--- src/rtl/fpcvt_seq_ctrl.sv ---
// Multi-cycle 12-bit two's-complement to 8-bit float (S, E[2:0], F[3:0]) converter, one shift per clock.
// Define FPCVT_FIXED_LAT_EN to pad NORM so every result appears a fixed 12 edges after accept.
module fpcvt_seq_ctrl #(
    parameter int CNT_W = 16
) (
    input  logic             clk,
    input  logic             rst,
    input  logic             in_valid,
    output logic             in_ready,
    input  logic [11:0]      D,
    output logic             out_valid,
    input  logic             out_ready,
    output logic             S,
    output logic [2:0]       E,
    output logic [3:0]       F,
    output logic [CNT_W-1:0] conv_count
);

    typedef enum logic [2:0] {
        IDLE  = 3'd0,
        ABS   = 3'd1,
        NORM  = 3'd2,
        ROUND = 3'd3,
        DONE  = 3'd4
    } state_t;

    state_t      state_reg;
    state_t      state_next;
    logic [11:0] d_reg;
    logic [11:0] mag_reg;
    logic [3:0]  cnt_reg;
    logic        norm_stop;
    logic        norm_exit;
    logic [2:0]  e_rnd;
    logic [3:0]  f_rnd;

    assign norm_stop = mag_reg[11] | (cnt_reg == 4'd8);

`ifdef FPCVT_FIXED_LAT_EN
    // Counts NORM cycles independently of shifting; NORM is left after its tenth cycle.
    logic [3:0] pad_reg;
    assign norm_exit = (pad_reg == 4'd9);

    always_ff @(posedge clk or posedge rst) begin
        if (rst) begin
            pad_reg <= 4'd0;
        end else if (state_reg == ABS) begin
            pad_reg <= 4'd0;
        end else if (state_reg == NORM) begin
            pad_reg <= pad_reg + 4'd1;
        end
    end
`else
    assign norm_exit = norm_stop;
`endif

    assign in_ready = (state_reg == IDLE) & ~rst;

    always_ff @(posedge clk or posedge rst) begin
        if (rst) begin
            state_reg <= IDLE;
        end else begin
            state_reg <= state_next;
        end
    end

    always_comb begin
        state_next = state_reg;
        case (state_reg)
            IDLE:    if (in_valid) state_next = ABS;
            ABS:     state_next = NORM;
            NORM:    if (norm_exit) state_next = ROUND;
            ROUND:   state_next = DONE;
            DONE:    if (out_ready) state_next = IDLE;
            default: state_next = IDLE;
        endcase
    end

    // Rounding from the normalised magnitude; a 5-bit F sum exposes the carry-out.
    logic [4:0] f_sum;
    logic [3:0] e_wide;
    always_comb begin
        f_sum  = {1'b0, mag_reg[11:8]} + {4'd0, mag_reg[7]};
        e_wide = 4'd8 - cnt_reg;
        f_rnd  = f_sum[3:0];
        if (cnt_reg == 4'd8) begin
            e_wide = 4'd0;
            f_rnd  = mag_reg[11:8];
        end else if (f_sum[4]) begin
            e_wide = e_wide + 4'd1;
            f_rnd  = 4'b1000;
        end
        if (e_wide > 4'd7) begin
            e_rnd = 3'd7;
            f_rnd = 4'b1111;
        end else begin
            e_rnd = e_wide[2:0];
        end
    end

    always_ff @(posedge clk or posedge rst) begin
        if (rst) begin
            d_reg      <= 12'd0;
            mag_reg    <= 12'd0;
            cnt_reg    <= 4'd0;
            S          <= 1'b0;
            E          <= 3'd0;
            F          <= 4'd0;
            out_valid  <= 1'b0;
            conv_count <= '0;
        end else begin
            case (state_reg)
                IDLE: begin
                    if (in_valid) begin
                        d_reg <= D;
                        S     <= D[11];
                    end
                end
                ABS: begin
                    // -2048 has no positive 12-bit counterpart, so it clamps to 2047.
                    if (d_reg == 12'h800) begin
                        mag_reg <= 12'h7FF;
                    end else if (d_reg[11]) begin
                        mag_reg <= 12'd0 - d_reg;
                    end else begin
                        mag_reg <= d_reg;
                    end
                    cnt_reg <= 4'd0;
                end
                NORM: begin
                    if (!norm_stop) begin
                        mag_reg <= {mag_reg[10:0], 1'b0};
                        cnt_reg <= cnt_reg + 4'd1;
                    end
                end
                ROUND: begin
                    E         <= e_rnd;
                    F         <= f_rnd;
                    out_valid <= 1'b1;
                end
                DONE: begin
                    if (out_ready) begin
                        out_valid  <= 1'b0;
                        conv_count <= conv_count + 1'b1;
                    end
                end
                default: ;
            endcase
        end
    end

endmodule

--- config.mk ---
export PLATFORM = sky130hd
export DESIGN_NAME = fpcvt_seq_ctrl
export DESIGN_NICKNAME = d
export VERILOG_FILES = /design/src/rtl/fpcvt_seq_ctrl.sv
export SDC_FILE = /design/constraint.sdc
export NUM_CORES = 1
export LEC_CHECK = 0
export BUFFER_PORTS_ARGS = -buffer_cell sky130_fd_sc_hd__buf_2
export CAP_MARGIN = 20
export CORE_ASPECT_RATIO = 0.6
export CORE_MARGIN = 4
export CORE_UTILIZATION = 51
export CTS_CLUSTER_SIZE = 25
export DETAILED_ROUTE_END_ITERATION = 10
export PLACE_DENSITY = 0.75
export SYNTH_ARGS = -nofsm -noshare
export SYNTH_HDL_FRONTEND = slang
export SYNTH_SLANG_ARGS = --single-unit
--- constraint.sdc ---
create_clock -name clk -period 2 [get_ports clk]
set_input_delay 0.1 -clock clk [delete_from_list [all_inputs] [get_ports clk]]
set_output_delay 0.1 -clock clk [all_outputs]
set_load 0.05 [all_outputs]
==> flow_metrics.py, run 1 <==
metrics = {
    "timing": {
        "whs_ps": 9.84,
        "relSlewSlack_pct": 66.6,
        "hold_viol_final": 0,
        "worst_pin_slew_ps": 500,
        "finalSetupViolCount": 0,
        "post-route-period-util_pct": 98.2,
        "drv_slew": 0,
        "finalCriticalPeriod_ps": 1960,
        "fin_ws_ps": 36.6,
        "clock_skew_ps": 4.59,
        "rsz0062_at_grt": "true",
        "clock.fmax_mhz": 509,
    },
    "finish": {
        "antennaDiodeCount": 0,
        "areaGrowthSynthToFinish_pct": 22.9,
        "nNetsFinal": 367,
        "drive_above_1_share_pct": 32.3,
        "largest_reg_flops": 16,
        "final_common_cell": "dfrtp_1",
        "fin_util_pct": 67.5,
        "final_cell_mix": "dfrtp_1, buf_2, nand2_1",
    },
    "cts": {
        "cts_buffers": 5,
        "clk_pin_slew_ps": 100,
        "cts_buffer_depth": 2,
        "clk_latency_ps": 310,
        "cts_tree": "done",
        "root_buffer": "clkbuf_8",
        "cts.sinks": 55,
        "cts_max_level": 2,
    },
    "floorplanning": {
        "ios": 42,
        "die_y_um": 66.3,
        "dieArea_mm2": 0.00696,
        "core_area_mm2": 0.00526,
        "start_util_pct": 54.9,
        "row_count": 20,
        "dieWidth_um": 105,
    },
    "flow_run": {
        "cap_violations": 0,
    },
    "critical_path": {
        "start_kind": "register",
        "endpoint_kind": "register",
        "crit_path_max_fanout": 4,
        "path_depth": 6,
        "path_delay_family": "compound AO/OA/AOI/OAI gates",
        "required_ps": 2210,
        "crit_arrival_ps": 2180,
        "path_buf_inv": 1,
        "path_cells": "buf_4 > or4_4 > o41ai_1 > xnor2_1 > a21oi_1 > a21o_1",
        "crit_path_max_incr_delay_ps": 570,
        "rr_worst_depth": 6,
        "crit_slowest_cell": "or4_4",
        "worst-setup-path-type": "register to register",
    },
    "global_routing": {
        "overflow": 0,
        "antenna_found_initial": 0,
        "grtUsageTotal_pct": 19.7,
        "grt_max_degree": 34,
        "grt_pass1_wl_um": 10900,
        "grt_pass1_vias": 2248,
    },
    "logic_synthesis": {
        "netlist.area_leader.share_pct": 47.7,
        "avgSynthCellArea_um2": 10.4,
        "synthArstFlopShare_pct": 100,
        "syn_nets": 301,
        "ys_types": 58,
        "syn_area_mm2": 0.00289,
        "synthTopCellsByArea": "dfrtp_1, xnor2_1, nand2_1",
        "ys_seq_elements": 55,
        "yosysWarnings": 0,
        "yosys_most_used_dff": "dfrtp_1",
        "synth_top_area_cell": "dfrtp_1",
        "ys_seq_area_share_pct": 47.7,
        "netlist_instances": 277,
        "synth-edff-count": 0,
    },
    "route": {
        "routedWlPerCell_um": 15.4,
        "first_pass_iters": 4,
        "drtIter0Drc": 117,
        "vias": 2240,
        "drt.antenna.violating_nets": 0,
        "wirelength_um": 6310,
        "viasPerCell": 5.46,
        "drc": 0,
    },
    "status": {
        "outcome": "finished clean",
    },
    "placed_design": {
        "port_buffers": 41,
        "preCtsSetupSlack_ps": -23.6,
        "place.gp.congestion": 0.846,
        "dp_hpwl_um": 4600,
    },
    "power_and_ir_drop": {
        "power_mw": 5.66,
        "p_leak_nw": 1.63,
        "power_density_mw_per_mm2": 1600,
        "ir_drop_v": 0.000940,
    },
    "min_path": {
        "min_delay_path_depth": 2,
        "hold_path_class": "input port to register",
    },
}
-- worst reg2reg max path, cell delays in order, from the launching register on --
cell and delay, ps:
dfrtp_1 400, buf_4 140, or4_4 570, o41ai_1 330, xnor2_1 180, a21oi_1 90
a21o_1 150
-- per-layer routing --
layer / wire length, µm / GRT usage [%] / up-vias
met2: 2720 / 29.3 / 49
met4: 54 / 4.91 / 0
met1: 3220 / 29.5 / 1076
met3: 324 / 3.90 / 7
li1: - / - / 1108
met5: 0 / 0 / -
-- cells in the mapped netlist, types with 2 or more instances --
cell type,instances
a21oi_1,13
a31oi_1,4
and3_1,3
and3b_1,2
buf_4,2
buf_6,3
clkbuf_1,4
dfrtp_1,55
ha_1,8
inv_1,8
mux2_2,12
nand2_1,37
nand3_1,7
nand4_1,3
nor2_1,19
nor2b_1,5
nor3b_1,3
nor4_1,3
nor4b_2,2
o211ai_1,2
o21ai_0,17
o2bb2ai_1,2
o31ai_1,2
or3b_1,2
xnor2_1,16
xor2_1,11
-- cells by family (layout without fill, tap and decap cells) --
family          after synthesis  after routing  synth area share [%]
compound gates               53             53                  12.1
fa+ha+maj                     8              8                  3.47
xor+xnor                     27             27                  8.20
mux                          13             13                  5.03
flops                        55             55                  47.7
simple gates                102            102                  19.9
buf+inv                      19             86                  3.60
-- final cells by class --
cell class,count,area (µm²)
Clock buffer,6,82.6
Clock inverter,2,35.0
Fill cell,418,1710
Inverter,8,30.0
Multi-Input combinational cell,203,1490
Sequential cell,55,1380
Tap cell,66,82.6
Timing Repair Buffer,70,448
-- power by group --
group | switching (mW) | internal (mW) | leakage [nW]
Sequential | 0.406 | 1.51 | 0.680
Combinational | 1.71 | 1.27 | 0.891
Clock | 0.361 | 0.406 | 0.0612
-- metrics by stage --
step           setup TNS [ps]  cells  cell area, µm²
6_report                    0    410            3550
5_1_grt                  -226    410            3550
4_1_cts                     0    408            3450
2_1_floorplan               0    277            2890
3_3_place_gp                0    395            3280
3_5_place_dp            -45.3    395            3280
-- path summary, 6_finish.rpt --
| path | from | to | slack [ps] |
|---|---|---|---|
| max | d_reg[1] | mag_reg[7] | 40 |
| min | D[4] | d_reg[4] | 10 |
| max reg2reg | d_reg[1] | mag_reg[7] | 40 |
| min reg2reg | mag_reg[0] | mag_reg[0] | 470 |
| max in group asynchronous | rst | mag_reg[1] | 1100 |
| min in group asynchronous | rst | d_reg[6] | 370 |
-- timing repair --
item / CTS / global route
buffers inserted: 0 / 2
setup endpoints to repair: 6 / 16
pin swaps: 2 / 8
resized for setup: 0 / 17
hold buffers: 5 / 0
endpoints found under the hold margin: 26 / 0
No activity file was read; power rests on OpenSTA's default activity.
==> run 2, diff against run 1 <==
--- a/config.mk
+++ b/config.mk
@@ -5,6 +5,7 @@
 export SDC_FILE = /design/constraint.sdc
 export NUM_CORES = 1
 export LEC_CHECK = 0
+export ABC_CLOCK_PERIOD_IN_PS = 1800
 export BUFFER_PORTS_ARGS = -buffer_cell sky130_fd_sc_hd__buf_2
 export CAP_MARGIN = 20
 export CORE_ASPECT_RATIO = 0.6
==> constraint.sdc (replaced) <==
create_clock -name clk -period 1.8 [get_ports clk]
set_input_delay 0.09 -clock clk [delete_from_list [all_inputs] [get_ports clk]]
set_output_delay 0.09 -clock clk [all_outputs]
set_load 0.05 [all_outputs]
==> flow_metrics.py, run 2 (synthesis gave the netlist of run 1 again) <==
metrics = {
    "critical_path": {
        "path_buf_inv": 1,
        "path_delay_family": "simple AND/OR/NAND/NOR gates",
        "crit_path_max_fanout": 3,
        "crit_arrival_ps": 2200,
        "reg2reg_slack_ps": -150,
        "crit_path_max_incr_delay_ps": 400,
        "crit_slowest_cell": "dfrtp_1",
        "required_ps": 2050,
        "worst-setup-path-type": "register to register",
        "r2r_end": "mag_reg[6]",
        "rr_worst_depth": 6,
        "endpoint_kind": "register",
        "start_kind": "register",
        "path_cells": "inv_2 > ha_4 > or3b_4 > or3_4 > a311o_1 > a21oi_2",
        "rr_startpoint": "d_reg[1]",
    },
    "placed_design": {
        "placed_cells": 420,
        "dp_hpwl_um": 4980,
        "placement.cell_area_mm2": 0.00349,
        "place.gp.congestion": 0.814,
        "port_buffers": 41,
    },
    "timing": {
        "rsz0062_at_grt": "true",
        "clock_skew_ps": 10.0,
        "hold_viol_final": 0,
        "fin_ws_ps": -152,
        "clock.fmax_mhz": 512,
        "post-route-period-util_pct": 108,
        "drv_slew": 0,
        "relSlewSlack_pct": 69.4,
        "finalSetupViolCount": 23,
        "finalCriticalPeriod_ps": 1950,
        "worst_pin_slew_ps": 459,
    },
    "power_and_ir_drop": {
        "power_density_mw_per_mm2": 1820,
        "p_leak_nw": 1.88,
        "pwr-share-comb_pct": 61.3,
        "power_frac_seq_pct": 28.4,
        "switching_share_pct": 44.8,
        "clockPowerShare_pct": 10.3,
        "p_int_mw": 4.11,
        "p_switching_mw": 3.33,
        "ir_drop_v": 0.00109,
    },
    "route": {
        "drc": 0,
        "first_pass_iters": 4,
        "wirelength_um": 8270,
        "drtIter0Drc": 157,
        "vias": 2601,
        "drt.antenna.violating_nets": 0,
        "routedWlPerCell_um": 18.2,
        "viasPerCell": 5.73,
    },
    "cts": {
        "cts_buffers": 5,
        "cts_tree": "done",
        "root_buffer": "clkbuf_8",
        "clk_latency_ps": 310,
        "cts_buffer_depth": 2,
        "cts_max_level": 2,
        "clk_pin_slew_ps": 100,
        "cts.sinks": 55,
    },
    "floorplanning": {
        "start_util_pct": 54.9,
        "ios": 42,
        "die_y_um": 66.3,
        "row_count": 20,
        "dieArea_mm2": 0.00696,
        "dieWidth_um": 105,
        "core_area_mm2": 0.00526,
    },
    "finish": {
        "largest_reg_flops": 16,
        "fin_util_pct": 77.6,
        "final_cell_mix": "buf_4, dfrtp_1, buf_2",
        "final_common_cell": "buf_4",
        "antennaDiodeCount": 0,
        "drive_above_1_share_pct": 49.2,
        "nNetsFinal": 411,
        "fin_area_mm2": 0.00408,
        "fillers": 339,
        "areaGrowthSynthToFinish_pct": 41.4,
        "fin_cells": 454,
    },
    "global_routing": {
        "grt_pass1_vias": 2581,
        "antenna_found_initial": 0,
        "grtUsageTotal_pct": 22.6,
        "grt_max_degree": 36,
        "grt_pass1_wl_um": 12400,
        "overflow": 0,
    },
    "min_path": {
        "hold_path_class": "input port to register",
        "hold_start": "D[8]",
        "min_delay_path_depth": 2,
        "min_to": "d_reg[8]",
    },
    "flow_run": {
        "cap_violations": 0,
    },
    "status": {
        "outcome": "complete, but fails checks",
        "violations": "negative setup slack",
    },
}
run 2: area by class of cell:
cell class                 count  area, µm²  area share, %
tap                           66       82.6           2.02
timing repair buffer         113        806           19.7
multi-input combinational    204       1680           41.1
clock buffer                   7       96.3           2.36
inverter                       8       30.0          0.736
clock inverter                 1       7.51          0.184
sequential                    55       1380           33.9
run 2: how the worst max path moves through the flow:
stage / depth (start not counted) / slack [ps] / end / startpoint
3_3_place_gp: 7 / -60 / mag_reg[6] / d_reg[0]
2_1_floorplan: 6 / -40 / cnt_reg[0] / state_reg[2]
5_1_grt: 7 / -250 / mag_reg[6] / d_reg[1]
6_report: 6 / -150 / mag_reg[6] / d_reg[1]
4_1_cts: 6 / -110 / mag_reg[6] / d_reg[1]
3_5_place_dp: 7 / -160 / mag_reg[6] / d_reg[1]
run 2: metrics by stage:
step	hold slack [ps]	setup TNS (ps)	setup WS, ps	total power, mW
after detailed placement	144	-863	-164	5.60
after global routing	0.758	-3530	-249	7.84
after floorplan	197	-82.5	-39.1	4.39
after CTS	8.49	-192	-110	6.69
final	7.83	-1540	-152	7.43
after global placement	148	-87.8	-57.4	5.50
run 2: power groups by stage:
stage | combinational (mW) | sequential, mW | clock [mW]
global route | 4.86 | 2.17 | 0.816
global placement | 3.45 | 2.04 | 0
finish | 4.55 | 2.11 | 0.767
CTS | 3.87 | 2.06 | 0.764
floorplan | 1.93 | 2.46 | 0
detailed placement | 3.53 | 2.07 | 0
run 2: timing repair:
item,CTS,global route
cloned,0,1
hold endpoints to repair,23,0
endpoints found under the setup margin,25,27
setup buffers,13,9
pin swaps,17,16
resized for setup,23,44
hold buffers,4,0
run 2: per-layer routing:
layer,vias to the layer above,GRT usage [%],routed length (µm)
met5,-,0,0
met3,23,4.20,457
met4,0,8.02,199
met1,1273,31.6,3710
met2,108,35.5,3890
li1,1197,-,-
